$ cat config.mk
export PLATFORM = sky130hd
export DESIGN_NAME = mac_round_sched
export DESIGN_NICKNAME = d
export VERILOG_FILES = /design/src/rtl/mac_round_sched_pkg.sv /design/src/rtl/round_hu_sat.sv /design/src/rtl/mac_round_sched.sv
export SDC_FILE = /design/constraint.sdc
export NUM_CORES = 1
export LEC_CHECK = 0
export ABC_AREA = 1
export BUFFER_PORTS_ARGS = -buffer_cell sky130_fd_sc_hd__buf_4
export CELL_PAD_IN_SITES_DETAIL_PLACEMENT = 2
export CELL_PAD_IN_SITES_GLOBAL_PLACEMENT = 2
export CORE_ASPECT_RATIO = 1.5
export CORE_UTILIZATION = 27
export CTS_CLUSTER_SIZE = 24
export DETAILED_ROUTE_END_ITERATION = 8
export HOLD_SLACK_MARGIN = 0.12
export PLACE_DENSITY = 0.83
export SLEW_MARGIN = 20
export SYNTH_ARGS = -nofsm -noshare
export SYNTH_HDL_FRONTEND = slang
export SYNTH_SLANG_ARGS = --single-unit
$ cat constraint.sdc
create_clock -name clk -period 4.8 [get_ports clk]
set_input_delay 0.24 -clock clk [delete_from_list [all_inputs] [get_ports clk]]
set_output_delay 0.24 -clock clk [all_outputs]
set_load 0.02 [all_outputs]
$ cat src/rtl/mac_round_sched_pkg.sv
// Shared defaults and FSM encoding for the MAC-lane rounding scheduler.
package mac_round_sched_pkg;

    localparam int N_REQ_DEF = 4;
    localparam int DW_DEF    = 16;
    localparam int FRAC_DEF  = 3;

    typedef enum logic [1:0] {
        ST_IDLE  = 2'd0,
        ST_RUN   = 2'd1,
        ST_DRAIN = 2'd2
    } state_e;

endpackage

$ cat src/rtl/round_hu_sat.sv
// Combinational round-half-up by FRAC bits with positive-overflow saturation.
module round_hu_sat #(
    parameter int DW   = 16,
    parameter int FRAC = 3
) (
    input  logic [DW-1:0] a_i,
    output logic [DW-1:0] result_o,
    output logic          sat_o
);

    localparam logic signed [DW:0] HALF    = (DW+1)'(1) << (FRAC-1);
    localparam logic signed [DW:0] MAX_POS = {2'b00, {(DW-1){1'b1}}};
    localparam logic [DW-1:0]      MAX_RND = {{(FRAC+1){1'b0}}, {(DW-1-FRAC){1'b1}}};

    logic signed [DW:0]   sum;
    logic signed [DW-1:0] shifted;

    // One guard bit: only a positive input can overflow when adding the half LSB.
    assign sum      = $signed({a_i[DW-1], a_i}) + HALF;
    assign sat_o    = sum > MAX_POS;
    assign shifted  = $signed(sum[DW-1:0]) >>> FRAC;
    assign result_o = sat_o ? MAX_RND : shifted;

endmodule

$ cat src/rtl/mac_round_sched.sv
// Round-robin arbiter feeding a shared round/saturate unit; 1-cycle registered result.
// A grant is only offered when the output slot is empty or draining this cycle.
module mac_round_sched
    import mac_round_sched_pkg::*;
#(
    parameter int N_REQ = N_REQ_DEF,
    parameter int DW    = DW_DEF,
    parameter int FRAC  = FRAC_DEF
) (
    input  logic                     clk,
    input  logic                     rst,
    input  logic                     en,
    input  logic [N_REQ-1:0]         req_valid,
    input  logic [N_REQ*DW-1:0]      req_data,
    output logic [N_REQ-1:0]         req_ready,
    output logic                     out_valid,
    output logic [DW-1:0]            out_data,
    output logic [$clog2(N_REQ)-1:0] out_lane,
    input  logic                     out_ready,
    output logic [15:0]              sat_cnt,
    input  logic                     sat_clr,
    output logic                     busy
);

    localparam int LW = $clog2(N_REQ);

    state_e          state_q, state_d;
    logic            out_valid_q, out_valid_d;
    logic [DW-1:0]   out_data_q, out_data_d;
    logic [LW-1:0]   out_lane_q, out_lane_d;
    logic [LW-1:0]   last_grant_q, last_grant_d;
    logic [15:0]     sat_cnt_q, sat_cnt_d;

    logic            found;
    logic [LW-1:0]   gnt_idx;
    logic [LW-1:0]   cand;
    logic            slot_free;
    logic            xfer;
    logic [DW-1:0]   rnd_res;
    logic            rnd_sat;

    // Search starts one past the last winner so every lane gets a turn.
    always_comb begin
        found   = 1'b0;
        gnt_idx = '0;
        cand    = '0;
        for (int k = 1; k <= N_REQ; k++) begin
            cand = LW'((int'(last_grant_q) + k) % N_REQ);
            if (!found && req_valid[cand]) begin
                found   = 1'b1;
                gnt_idx = cand;
            end
        end
    end

    assign slot_free = !out_valid_q || out_ready;
    assign xfer      = !rst && (state_q == ST_RUN) && en && slot_free && found;

    always_comb begin
        req_ready = '0;
        if (xfer) req_ready[gnt_idx] = 1'b1;
    end

    round_hu_sat #(.DW(DW), .FRAC(FRAC)) u_round (
        .a_i      (req_data[gnt_idx*DW +: DW]),
        .result_o (rnd_res),
        .sat_o    (rnd_sat)
    );

    always_comb begin
        state_d = state_q;
        unique case (state_q)
            ST_IDLE:  if (en) state_d = ST_RUN;
            ST_RUN:   if (!en) state_d = out_valid_q ? ST_DRAIN : ST_IDLE;
            ST_DRAIN: begin
                if (en)                            state_d = ST_RUN;
                else if (!out_valid_q || out_ready) state_d = ST_IDLE;
            end
            default:  state_d = ST_IDLE;
        endcase
    end

    always_comb begin
        out_valid_d  = out_valid_q;
        out_data_d   = out_data_q;
        out_lane_d   = out_lane_q;
        last_grant_d = last_grant_q;
        sat_cnt_d    = sat_cnt_q;
        if (xfer) begin
            out_valid_d  = 1'b1;
            out_data_d   = rnd_res;
            out_lane_d   = gnt_idx;
            last_grant_d = gnt_idx;
        end else if (out_ready) begin
            out_valid_d  = 1'b0;
        end
        // Clear beats a coincident saturation; the counter sticks at all-ones.
        if (sat_clr)
            sat_cnt_d = '0;
        else if (xfer && rnd_sat && sat_cnt_q != 16'hFFFF)
            sat_cnt_d = sat_cnt_q + 16'd1;
    end

    always_ff @(posedge clk) begin
        if (rst) begin
            state_q      <= ST_IDLE;
            out_valid_q  <= 1'b0;
            out_data_q   <= '0;
            out_lane_q   <= '0;
            last_grant_q <= LW'(N_REQ-1);
            sat_cnt_q    <= '0;
        end else begin
            state_q      <= state_d;
            out_valid_q  <= out_valid_d;
            out_data_q   <= out_data_d;
            out_lane_q   <= out_lane_d;
            last_grant_q <= last_grant_d;
            sat_cnt_q    <= sat_cnt_d;
        end
    end

    assign out_valid = out_valid_q;
    assign out_data  = out_data_q;
    assign out_lane  = out_lane_q;
    assign sat_cnt   = sat_cnt_q;
    assign busy      = (state_q != ST_IDLE);

endmodule

==> results.json, run 1 <==
{
  "outcome": "finished, final reports clean",
  "yosysMostFrequentCell": "nand2_1",
  "cts_setup_buffers": 0,
  "num_vias": 4355,
  "utilization_pct": 36.0,
  "worst_setup_path_end_kind": "flip-flop",
  "startpoint_type": "flip-flop",
  "cp_common_cell": "nand2_1",
  "final.period_utilization_pct": 87.5,
  "maxSlewHeadroom_pct": 45.1,
  "max_stage_delay_ps": 420,
  "yosys-top-cells-count": "nand2_1 (193), inv_1 (82), nor2_1 (73)",
  "nets": 798,
  "num-fill-cells": 1667,
  "hold_violations": 0,
  "first_iter_violations": 111,
  "dr_wl_met2_mm": 7.46,
  "core_area_um2": 12900,
  "slew_viol_final": 0,
  "crit_required_ps": 4970,
  "ys_seq_elements": 36,
  "port_buffers": 112,
  "yosysWarnings": 0,
  "synth_nets": 702,
  "area_growth_pct": 30.6,
  "dp_hpwl_mm": 11.1,
  "cp_slowest_cell": "dfxtp_2",
  "fin_crit_ps": 4200,
  "cts.reportedPaths.clkPinSlew_ps": 70,
  "fmax_ghz": 0.238,
  "gr-usage-all-layers_pct": 20.7,
  "p_leak_nw": 2.46,
  "grt_max_degree": 43,
  "detail_route.first_pass.iterations": 6,
  "ys_top_cells_by_area": "nand2_1 (20%), dfxtp_1 (20%), nand3_1 (9.4%)",
  "diodes": 0,
  "postRouteAntennaNets": 0,
  "htreeDepth": 2,
  "antenna_found_initial": 0,
  "cts_hold_buffers": 0,
  "cts-resized-gates": 0,
  "power_density_nw_per_um2": 267,
  "finalSetupViolCount": 0,
  "hold_path.class": "primary input to flip-flop",
  "drive_gt1_share_pct": 25.4,
  "hold_ws_ps": 152,
  "route.met3.wl_um": 359,
  "rows": 51,
  "finalWeightedCongestion": 0.807,
  "async_flop_share_pct": 0,
  "cap_violations": 0,
  "peakVddDrop_v": 0.000132,
  "cts_buffers": 5,
  "num_io_pins": 113,
  "arrival_ps": 4370,
  "synth-edff-count": 0,
  "grt_remaining_overflow": 0,
  "grt_first_pass_wirelength_mm": 22.5,
  "viasPerCell": 4.94,
  "die_w_um": 95.7,
  "synthesis.area_um2": 3560,
  "top_layer": "met4",
  "synthCells": 626,
  "first_global_vias": 4757,
  "fin_skew_ps": 10.0,
  "rsz0062_at_grt": "false",
  "seq_area_frac_synth_pct": 20.3,
  "clock_path_buffers": 2,
  "root_buffer": "clkbuf_16",
  "wl_met1_mm": 5.31,
  "dieArea_um2": 13700,
  "synthFlopType": "dfxtp_1",
  "ys_types": 38,
  "drt-wirelength-per-cell_um": 15.3,
  "worstPathMaxFanout": 42,
  "yosys.area.top_type": "nand2_1",
  "die_h_um": 143,
  "worst_pin_slew_ps": 821,
  "crit_type": "flip-flop to flip-flop",
  "initial_core_util_pct": 27.6,
  "drcViolationCount": 0,
  "syn_area_per_cell_um2": 5.68,
  "cts.sinks": 36,
  "setup_tns_ps": 0,
  "cts_tree": "done",
  "clk_latency_ps": 290,
  "synth_top_area_share_pct": 20.4,
  "routed_wl_mm": 13.5
}
==> flip-flops by register name (all words and copies together), names as in the netlist <==
signal,flops
last_grant_q,2
out_data,13
out_lane,2
out_valid,1
sat_cnt,16
state_q,2
==> cell families (layout without fill, tap and decap cells) <==
kind of cell / after synthesis / after routing / synth area share, %
flip-flops: 36 / 36 / 20.3
XOR/XNOR: 1 / 1 / 0.246
adder cells (fa/ha/maj): 3 / 3 / 1.05
AO/OA/AOI/OAI: 49 / 49 / 7.98
AND/OR/NAND/NOR: 421 / 421 / 56.2
buffers and inverters: 116 / 213 / 14.3
==> critical path: cells and delay by family, from the launching register on <==
family	cells	cell delay (ps)
and+or+nand+nor	26	3130
buffers and inverters	3	330
adders and majority gates	1	190
DFF	1	420
==> report_power, final <==
part	internal (mW)	total, mW	leakage [nW]	switching [mW]
Combinational	0.175	0.540	2.09	0.365
Clock	0.247	0.392	0.0804	0.145
Sequential	0.305	0.310	0.290	0.00542
Total	0.727	1.24	2.46	0.515
==> final cells by class <==
class | instances | area, um^2 | area share [%]
Tap cell | 159 | 199 | 4.28
Clock buffer | 5 | 125 | 2.69
Multi-Input combinational cell | 474 | 2350 | 50.5
Sequential cell | 36 | 723 | 15.6
Clock inverter | 3 | 46.3 | 0.996
Timing Repair Buffer | 116 | 871 | 18.7
Inverter | 89 | 334 | 7.19
==> metal layers <==
layer | global-route usage (%) | up-vias
met5 | 0 | -
met4 | 7.31 | 0
met3 | 1.76 | 23
met2 | 40.0 | 98
met1 | 22.8 | 2068
li1 | - | 2166
==> per-stage QoR <==
stage | std cells | setup WS (ps) | power, mW | area (um^2)
final | 882 | 601 | 1.24 | 4650
after global routing | 882 | 9.06 | 1.33 | 4650
after CTS | 882 | 202 | 1.25 | 4630
after detailed placement | 874 | 251 | 0.858 | 4450
after global placement | 874 | 612 | 0.834 | 4450
after floorplan | 626 | 1520 | 0.705 | 3560
==> placed cells by master, fill, tap and decap left out, types with 8 or more instances in the layout <==
cell type / count
nand2_1: 193
nand3_1: 67
nor2_1: 73
o21ai_0: 18
dfxtp_1: 34
a21oi_1: 15
nand4_1: 23
nand2_2: 22
nor2_4: 10
nor2_2: 8
inv_1: 82
buf_4: 116
nor3_1: 8
==> path summary, 6_finish.rpt <==
kind / startpoint / endpoint / depth (start not counted) / slack (ps)
hold reg to reg: out_lane[0]$_SDFFE_PP0P_ / out_lane[0]$_SDFFE_PP0P_ / 2 / 490
setup reg to reg: last_grant_q[0]$_SDFFE_PP1P_ / sat_cnt[6]$_SDFFE_PP0P_ / 30 / 600
hold / removal: out_ready / state_q[1]$_SDFFE_PP0P_ / 2 / 150
setup / recovery: last_grant_q[0]$_SDFFE_PP1P_ / sat_cnt[6]$_SDFFE_PP0P_ / 30 / 600
No activity file was read; power rests on OpenSTA's default activity.
==> inputs of run 2 (changes only) <==
--- a/config.mk
+++ b/config.mk
@@ -5,12 +5,11 @@
 export SDC_FILE = /design/constraint.sdc
 export NUM_CORES = 1
 export LEC_CHECK = 0
-export ABC_AREA = 1
 export BUFFER_PORTS_ARGS = -buffer_cell sky130_fd_sc_hd__buf_4
 export CELL_PAD_IN_SITES_DETAIL_PLACEMENT = 2
 export CELL_PAD_IN_SITES_GLOBAL_PLACEMENT = 2
 export CORE_ASPECT_RATIO = 1.5
-export CORE_UTILIZATION = 27
+export CORE_UTILIZATION = 28
 export CTS_CLUSTER_SIZE = 24
 export DETAILED_ROUTE_END_ITERATION = 8
 export HOLD_SLACK_MARGIN = 0.12
==> run 2 against run 1 <==
Clock skew shrank 5.7 ps. Clock-buffer cell count grew 2. Maximum frequency grew 1.7%. Largest power group is now clock. Highest routed layer unchanged.
==> results.json, run 2 <==
{
  "outcome": "finished, final reports clean",
  "peakVddDrop_v": 0.000139,
  "nets": 490,
  "drive_gt1_share_pct": 33.3,
  "dieArea_um2": 9710,
  "drt-wirelength-per-cell_um": 17.1,
  "yosysWarnings": 0,
  "seqCellArea_um2": 721,
  "cts.sinks": 36,
  "synth_xor_area_share_pct": 3.36,
  "yosys-top-cells-count": "mux2i_1 (45), dfxtp_1 (36), nand2_1 (30)",
  "ys_seq_elements": 36,
  "finalWeightedCongestion": 0.825,
  "hold_ws_ps": 212,
  "async_flop_share_pct": 0,
  "worstPathMaxFanout": 26,
  "first_iter_violations": 58,
  "setup_tns_ps": 0,
  "ys_types": 56,
  "fin_skew_ps": 4.36,
  "clk_latency_ps": 280,
  "grt_first_pass_wirelength_mm": 14.8,
  "area_growth_pct": 40.1,
  "die_h_um": 120,
  "final_cell_mix": "buf_4 (118), mux2i_1 (45), dfxtp_1 (36), nand2_1 (30), nor2_1 (28)",
  "yosysMostFrequentCell": "mux2i_1",
  "synth_fa_ha_area_share_pct": 1.44,
  "cap_violations": 0,
  "hold_violations": 0,
  "maxSlewHeadroom_pct": 50.2,
  "cts_tree": "done",
  "slew_viol_final": 0,
  "fin_ws_ps": 670,
  "core_area_um2": 8930,
  "seq_area_frac_synth_pct": 27.7,
  "synth_top_family_by_area": "simple AND/OR/NAND/NOR gates",
  "finalSetupViolCount": 0,
  "cts.reportedPaths.clkPinSlew_ps": 60,
  "synth-compound-area-share_pct": 15.1,
  "crit_start": "last_grant_q[1]$_SDFFE_PP1P_",
  "rows": 42,
  "root_buffer": "clkbuf_16",
  "antenna_found_initial": 0,
  "stdcell_count": 524,
  "cts_buffers": 5,
  "postRouteAntennaNets": 0,
  "syn_area_per_cell_um2": 8.43,
  "port_buffers": 112,
  "hold_path.class": "primary input to flip-flop",
  "rsz0062_at_grt": "false",
  "gr-usage-all-layers_pct": 19.6,
  "grt_max_degree": 30,
  "cts-resized-gates": 0,
  "preCtsSetupSlack_ps": 691,
  "r2r_cells": 12,
  "multiInputGateArea_um2": 1730,
  "synthMuxAreaShare_pct": 20.1,
  "yosys.area_share.simple_pct": 26.5,
  "final.period_utilization_pct": 86.0,
  "num_io_pins": 113,
  "dp.cells": 517,
  "cts_hold_buffers": 0,
  "arrival_ps": 4290,
  "synth-edff-count": 0,
  "crit_type": "flip-flop to flip-flop",
  "startpoint_type": "flip-flop",
  "dp_hpwl_mm": 7.14,
  "timing.rr.start": "last_grant_q[1]$_SDFFE_PP1P_",
  "cp-endpoint": "sat_cnt[7]$_SDFFE_PP0P_",
  "htreeDepth": 2,
  "rrSetupSlack_ps": 670,
  "largest_reg_flops": 16,
  "yosys.area.top_type": "dfxtp_1",
  "synth_nets": 385,
  "grt_remaining_overflow": 0,
  "fin_crit_ps": 4130,
  "cts_setup_buffers": 0,
  "clock_path_buffers": 2,
  "detail_route.first_pass.iterations": 4,
  "worst_setup_path_end_kind": "flip-flop",
  "die_w_um": 80.8,
  "diodes": 0,
  "synthesis.area_um2": 2610,
  "viasPerCell": 5.34,
  "routed_wl_mm": 8.98,
  "crit_required_ps": 4960,
  "synthCells": 309,
  "r2r-end": "sat_cnt[7]$_SDFFE_PP0P_",
  "worst_pin_slew_ps": 747,
  "first_global_vias": 3049,
  "fmax_ghz": 0.242,
  "ys_top_cells_by_area": "dfxtp_1 (28%), mux2i_1 (17%), nand2_1 (4.3%)",
  "synth_top_area_share_pct": 27.7,
  "synthFlopType": "dfxtp_1",
  "design_area_um2": 3650,
  "num-fill-cells": 1028,
  "initial_core_util_pct": 29.2,
  "layout_commonest_cell": "buf_4",
  "drcViolationCount": 0,
  "placed_cell_area_um2": 3500,
  "p_leak_nw": 1.48,
  "power_density_nw_per_um2": 238,
  "num_vias": 2796
}
==> run 2: changes by cell type in the layout (fill, tap and decap cells not counted), sizes merged, moves of 7 or more <==
cell   change
inv       -83
mux2i     +46
nand2    -188
nand3     -58
nand4     -22
nor2      -64
o21ai     -16
or3        +9
or4        +7
==> run 2: where the power goes <==
group	switching [mW]	internal (mW)
combinational	0.114	0.105
sequential	0.00465	0.305
clock	0.123	0.218
==> run 2: worst max-delay path, stage by stage (launching register included) <==
cell	delay, ps
dfxtp_1	480
nand3b_1	170
a31oi_4	330
buf_4	420
mux2i_1	130
mux2i_1	360
nand2_1	230
nor3_1	590
nor3b_2	110
a41oi_2	670
buf_4	290
nor3_1	80
mux2i_1	120
==> run 2: per-layer routing <==
| layer | routed length, um | track usage (%) | part of all wire, % | up-vias |
|---|---|---|---|---|
| li1 | - | - | - | 1353 |
| met1 | 3380 | 20.4 | 38 | 1340 |
| met2 | 4990 | 37.2 | 56 | 93 |
| met3 | 437 | 3.57 | 4.9 | 10 |
| met4 | 170 | 7.59 | 1.9 | 0 |
| met5 | 0 | 0 | 0 | - |
==> run 2: worst min path at each step <==
stage,start,to,depth (start not counted)
after floorplan,en,state_q[1]$_SDFFE_PP0P_,3
after global placement,out_lane[1]$_SDFFE_PP0P_,out_lane[1]$_SDFFE_PP0P_,2
after detailed placement,state_q[1]$_SDFFE_PP0P_,state_q[0]$_SDFFE_PP0P_,1
after CTS,en,state_q[1]$_SDFFE_PP0P_,4
after global routing,en,state_q[1]$_SDFFE_PP0P_,4
final,en,state_q[1]$_SDFFE_PP0P_,4
==> run 2: cells by family after synthesis <==
group,after synthesis
muxes,49
AOI/OAI and AO/OA,54
xor gates and xnor gates,10
DFF,36
buffers and inverters,26
and+or+nand+nor,131
adders and majority gates,3
==> run 2: through the flow <==
stage | power [mW] | utilization, %
detailed placement | 0.536 | 39.2
global route | 0.910 | 40.9
global placement | 0.527 | 39.2
CTS | 0.882 | 40.9
finish | 0.868 | 40.9
floorplan | 0.449 | -
==> run 2: final cells by class <==
| class | instances | share of cell area [%] |
|---|---|---|
| clock buffer | 7 | 4.18 |
| timing repair buffer | 118 | 24.3 |
| sequential | 36 | 19.7 |
| multi-input combinational | 247 | 47.4 |
| inverter | 6 | 0.617 |
| tap | 110 | 3.77 |
